`config.mk`:
```
export PLATFORM = sky130hd
export DESIGN_NAME = gmii_rx_frame_check
export DESIGN_NICKNAME = d
export VERILOG_FILES = /design/src/rtl/gmii_rx_frame_check_pkg.sv /design/src/rtl/crc32_byte.sv /design/src/rtl/gmii_rx_frame_check.sv
export SDC_FILE = /design/constraint.sdc
export NUM_CORES = 1
export LEC_CHECK = 0
export BUFFER_PORTS_ARGS = -buffer_cell sky130_fd_sc_hd__buf_2
export CAP_MARGIN = 10
export CORE_ASPECT_RATIO = 0.75
export CORE_MARGIN = 4
export CORE_UTILIZATION = 63
export DETAILED_ROUTE_END_ITERATION = 16
export PLACE_DENSITY = 0.94
export SLEW_MARGIN = 20
export SYNTH_ARGS = -nofsm -noshare
export SYNTH_HDL_FRONTEND = slang
export SYNTH_SLANG_ARGS = --single-unit
```
`constraint.sdc`:
```
create_clock -name clk -period 3.5 [get_ports clk]
set_clock_uncertainty 0.05 [all_clocks]
set_input_delay 0.175 -clock clk [delete_from_list [all_inputs] [get_ports clk]]
set_output_delay 0.175 -clock clk [all_outputs]
set_load 0.005 [all_outputs]
```
`src/rtl/gmii_rx_frame_check_pkg.sv`:
```
// Shared constants, state encoding and helpers for the GMII receive frame checker.
// Imported by the checker top and the CRC-32 byte updater.
package gmii_rx_frame_check_pkg;

   localparam logic [7:0]  PREAMBLE_BYTE = 8'h55;
   localparam logic [7:0]  SFD_BYTE      = 8'hD5;
   localparam logic [31:0] CRC_INIT      = 32'hFFFF_FFFF;
   localparam logic [31:0] CRC_RESIDUE   = 32'hDEBB_20E3;
   localparam logic [31:0] CRC_POLY_REF  = 32'hEDB8_8320;

   typedef enum logic [2:0] {
      ST_IDLE  = 3'd0,
      ST_PRE   = 3'd1,
      ST_DATA  = 3'd2,
      ST_ABORT = 3'd3,
      ST_DROP  = 3'd4
   } state_t;

   function automatic logic [15:0] sat_inc(input logic [15:0] v);
      return (v == 16'hFFFF) ? v : v + 16'd1;
   endfunction

endpackage

```
`src/rtl/crc32_byte.sv`:
```
// Combinational reflected CRC-32 update over one byte, LSB first.
// Shared between the receive checker and the transmit path.
module crc32_byte
   import gmii_rx_frame_check_pkg::*;
(
   input  logic [31:0] crc_in,
   input  logic [7:0]  d,
   output logic [31:0] crc_out
);

   always_comb begin
      logic [31:0] c;
      c = crc_in ^ {24'h0, d};
      for (int i = 0; i < 8; i++) begin
         c = c[0] ? ((c >> 1) ^ CRC_POLY_REF) : (c >> 1);
      end
      crc_out = c;
   end

endmodule

```
`src/rtl/gmii_rx_frame_check.sv`:
```
// GMII receive frame checker: strips preamble/SFD, checks FCS and length,
// streams the payload without FCS and keeps saturating error counters.
module gmii_rx_frame_check
   import gmii_rx_frame_check_pkg::*;
#(
   parameter int MIN_LEN = 64,
   parameter int MAX_LEN = 1518
) (
   input  logic        clk,
   input  logic        rst,
   input  logic [7:0]  gmii_rxd,
   input  logic        gmii_rx_dv,
   input  logic        gmii_rx_er,
   output logic [7:0]  out_data,
   output logic        out_valid,
   output logic        status_valid,
   output logic        status_good,
   output logic [10:0] status_len,
   output logic [15:0] good_count,
   output logic [15:0] crc_err_count,
   output logic [15:0] rx_er_count,
   output logic [15:0] len_err_count,
   output logic [15:0] align_err_count
);

   localparam logic [10:0] MIN_L = 11'(MIN_LEN);
   localparam logic [10:0] MAX_L = 11'(MAX_LEN);

   state_t      state;
   logic        dv_prev;
   logic [31:0] crc;
   logic [31:0] crc_next;
   logic [10:0] len;
   logic [7:0]  dl [4];
   logic [2:0]  fill;
   logic        len_bad;
   logic        crc_ok;
   logic        pre_ok;

   crc32_byte u_crc (
      .crc_in  (crc),
      .d       (gmii_rxd),
      .crc_out (crc_next)
   );

   assign len_bad = (len < MIN_L) || (len > MAX_L);
   assign crc_ok  = (crc == CRC_RESIDUE);
   assign pre_ok  = (gmii_rxd == PREAMBLE_BYTE) || (gmii_rxd == SFD_BYTE);

   // dv_prev resets high so a frame already running at reset is skipped
   always_ff @(posedge clk) begin
      if (rst) begin
         state           <= ST_IDLE;
         dv_prev         <= 1'b1;
         crc             <= '0;
         len             <= '0;
         dl              <= '{default: 8'h00};
         fill            <= '0;
         out_data        <= '0;
         out_valid       <= 1'b0;
         status_valid    <= 1'b0;
         status_good     <= 1'b0;
         status_len      <= '0;
         good_count      <= '0;
         crc_err_count   <= '0;
         rx_er_count     <= '0;
         len_err_count   <= '0;
         align_err_count <= '0;
      end else begin
         dv_prev      <= gmii_rx_dv;
         out_valid    <= 1'b0;
         status_valid <= 1'b0;
         unique case (state)
            ST_IDLE, ST_PRE: begin
               if (state == ST_PRE && !gmii_rx_dv) begin
                  state           <= ST_IDLE;
                  align_err_count <= sat_inc(align_err_count);
               end else if (gmii_rx_dv &&
                            (state == ST_PRE || !dv_prev)) begin
                  if (gmii_rx_er || !pre_ok) begin
                     state           <= ST_DROP;
                     align_err_count <= sat_inc(align_err_count);
                  end else if (gmii_rxd == SFD_BYTE) begin
                     state <= ST_DATA;
                     crc   <= CRC_INIT;
                     len   <= '0;
                     fill  <= '0;
                  end else begin
                     state <= ST_PRE;
                  end
               end
            end
            ST_DATA: begin
               if (!gmii_rx_dv) begin
                  state        <= ST_IDLE;
                  status_valid <= 1'b1;
                  status_good  <= !len_bad && crc_ok;
                  status_len   <= len;
                  if (len_bad)
                     len_err_count <= sat_inc(len_err_count);
                  else if (!crc_ok)
                     crc_err_count <= sat_inc(crc_err_count);
                  else
                     good_count <= sat_inc(good_count);
               end else if (gmii_rx_er) begin
                  state       <= ST_ABORT;
                  rx_er_count <= sat_inc(rx_er_count);
               end else begin
                  crc <= crc_next;
                  if (len != 11'h7FF)
                     len <= len + 11'd1;
                  // four-byte delay keeps the trailing FCS off the output
                  dl[0] <= gmii_rxd;
                  dl[1] <= dl[0];
                  dl[2] <= dl[1];
                  dl[3] <= dl[2];
                  if (fill == 3'd4) begin
                     out_data  <= dl[3];
                     out_valid <= 1'b1;
                  end else begin
                     fill <= fill + 3'd1;
                  end
               end
            end
            ST_ABORT: begin
               if (!gmii_rx_dv) begin
                  state        <= ST_IDLE;
                  status_valid <= 1'b1;
                  status_good  <= 1'b0;
                  status_len   <= len;
               end
            end
            ST_DROP: begin
               if (!gmii_rx_dv)
                  state <= ST_IDLE;
            end
            default: state <= ST_IDLE;
         endcase
      end
   end

endmodule
```
==> metrics.cfg <==
[synthesis]
syn_inst = 1033
synth_commonest_cells = 184 x dfxtp_1, 118 x nand2_1, 104 x a21oi_1, 83 x nor2_1, 51 x clkbuf_1
syn_nets = 1053
ys_seq_area_share_pct = 41.5
synth_top_area_share_pct = 41.5
netlist_area_sq_um = 8880
synthArstFlopShare_pct = 0
synth_seq_cells = 184
synth_top_area_cell = dfxtp_1
synth-edff-count = 0
ys_types = 62
syn_area_per_cell_sq_um = 8.60
synth-main-ff-cell = dfxtp_1
synth_warnings = 0
post-synth-top-count-cell = dfxtp_1
synth.area.top_cells = dfxtp_1 41%, a21oi_1 5.9%, nand2_1 5.0%, xnor2_1 4.9%, nor2_1 3.5%

[sta]
rsz0062_at_grt = false
final_max_slew_viol_count = 0
worst-slew-pin-transition_ps = 928
setup_slack_ps = 655
setup_violations = 0
hold_ws_ps = 0.410
setup_tns_ps = 0
fin_crit_sh_pct = 81.3
slew_headroom_pct = 38.2
finalHoldViolCount = 0
post-route-min-period_ps = 2850
fmax_mhz = 351

[clock_network]
clock_latency_ps = 430
clkSinkCount = 184
cts_root_buf = clkbuf_16
cts_inserted_buffers = 17
cts_buffer_depth = 2
post_cts_resized = 0
cts_tree = done
clk_pin_slew_worst_paths_ps = 70
htree_levels = 4

[finish]
drive_above_1_share_pct = 17.2
antenna-diode-count = 0
fin_util_pct = 74.1
fill_cells = 999
regArea_sq_um = 3680
fin_cells = 1306
multi_input_area_sq_um = 4910
syn2layout_area_growth_pct = 14.7
nNetsFinal = 1141

[placement]
gp_congestion = 0.925
pre_cts_slack_ps = 682
dp_cells = 1272
dp_hpwl_microns = 14900
port_buffers = 113

[pwr]
ir_drop_mv = 0.355
p_per_area_nw_per_um2 = 423
power_leakage_uw = 0.00366

[worst_setup_path]
cp_cell_sequence = nor3b_2, o2111a_1, nand2_1, nor4_1, mux2_2
end_kind = register
arrival_ps = 3120
critPathMaxFanout = 24
critPathSlowestCell = dfxtp_1
critPathBufInv = 0
critPathTopFamily = simple AND/OR/NAND/NOR gates
cp-start-kind = register
cp.required_ps = 3780
path_class = reg2reg
slowest_delay_ps = 560

[die]
dieArea_sq_um = 16100
die_h_microns = 111
die_w_microns = 145
initial_core_util_pct = 64.6
core_area_sq_um = 13700
ios = 114
row_count = 37

[detailed_routing]
wire_per_inst_microns = 17.1
via_per_inst = 6.23
ant_nets = 0
drt-initial-drc-count = 819
first_pass_iters = 6
via_count = 8140
wl_microns = 22300
drc_errors = 0

[global_route]
grt_max_degree = 95
antenna_found_initial = 0
grt.overflow.total = 0
grt_pass1_vias = 7551
grt_pass1_wl_microns = 37500
grt_use_total_pct = 27.6

[status]
outcome = finished clean

[min_path]
min_path_type = in2reg

[job]
drv_cap = 0

## sequential cells by signal (all words and copies together), names as in the netlist
register,count
align_err_count,16
crc,32
crc_err_count,16
dl,32
dv_prev,1
fill,3
good_count,16
len,11
len_err_count,16
out_data,8
out_valid,1
rx_er_count,16
state,3
status_good,1
status_len,11
status_valid,1
## per-layer routing
layer	up-vias	share of wire [%]	track usage, %
met2	331	46	43.7
met4	0	1.8	8.98
met1	3832	44	38.3
met5	-	0	0
li1	3942	-	-
met3	35	8.0	5.52
## cells in the final DEF (no fill, tap or decap), drive strengths merged, types with 4 or more instances in the layout
cell / instances
and3: 10
nand4b: 5
mux2: 18
nor2b: 19
nor2: 83
clkbuf: 17
buf: 125
dfxtp: 184
o21ai: 30
xor2: 25
nand4: 30
dlygate4sd3: 5
or3: 26
o22ai: 7
o41ai: 4
and4: 15
o221a: 7
a311oi: 6
a21oi: 104
nand3: 29
nand2: 118
o31ai: 34
mux2i: 13
a211oi: 14
and2: 8
nor3: 12
nor4: 19
ha: 8
inv: 22
or4: 35
clkinv: 4
xnor2: 51
## logic make-up after synthesis
kind of cell / after synthesis / share of synthesized area (%)
xor gates and xnor gates: 79 / 8.62
adders and majority gates: 8 / 1.13
AOI/OAI and AO/OA: 224 / 15.7
buffers and inverters: 81 / 3.48
muxes: 31 / 3.75
DFF: 184 / 41.5
and+or+nand+nor: 426 / 25.8
## path summary, 6_finish.rpt
kind / start / to / slack (ps) / depth (start not counted)
hold / removal: gmii_rxd[4] / dl[28]$_SDFFE_PP0P_ / 0.4 / 3
hold reg to reg: dl[23]$_SDFFE_PP0P_ / dl[23]$_SDFFE_PP0P_ / 410 / 2
setup / recovery: state[1]$_SDFFE_PP0P_ / crc_err_count[11]$_SDFFE_PP0P_ / 650 / 5
setup reg to reg: state[1]$_SDFFE_PP0P_ / crc_err_count[11]$_SDFFE_PP0P_ / 650 / 5
## final cells by class
type	instances	share of cell area [%]
inverter	20	0.737
sequential	184	36.2
timing repair buffer	130	7.08
tap	175	2.15
multi-input combinational	768	48.2
clock inverter	12	1.51
clock buffer	17	4.18
## worst reg2reg max path: cells and delay by family, from the launching register on
family             cells  cell delay [ps]
AOI/OAI and AO/OA      1              350
DFF                    1              560
muxes                  1              370
and+or+nand+nor        3             1410
## report_power, final
part	internal, uW	switching [uW]	leakage, uW	total (uW)
logic	111	165	0.00190	276
clock network	1110	817	0.000277	1930
registers	2100	6.31	0.00148	2100
total	3320	988	0.00366	4310
## per-stage QoR
| stage | instance area [sq um] | total power [uW] |
|---|---|---|
| floorplan | 8880 | 2350 |
| global placement | 9560 | 2410 |
| detailed placement | 9560 | 2420 |
| CTS | 10200 | 4320 |
| global route | 10200 | 4440 |
| finish | 10200 | 4310 |
## what timing repair did
| item | 4_1_cts | 5_1_grt |
|---|---|---|
| hold buffers | 5 | 0 |
| buffers inserted | 0 | 0 |
| endpoints found under the hold margin | 5 | 0 |
| endpoints found under the setup margin | 0 | 0 |
(Power assumes the default switching activity.)
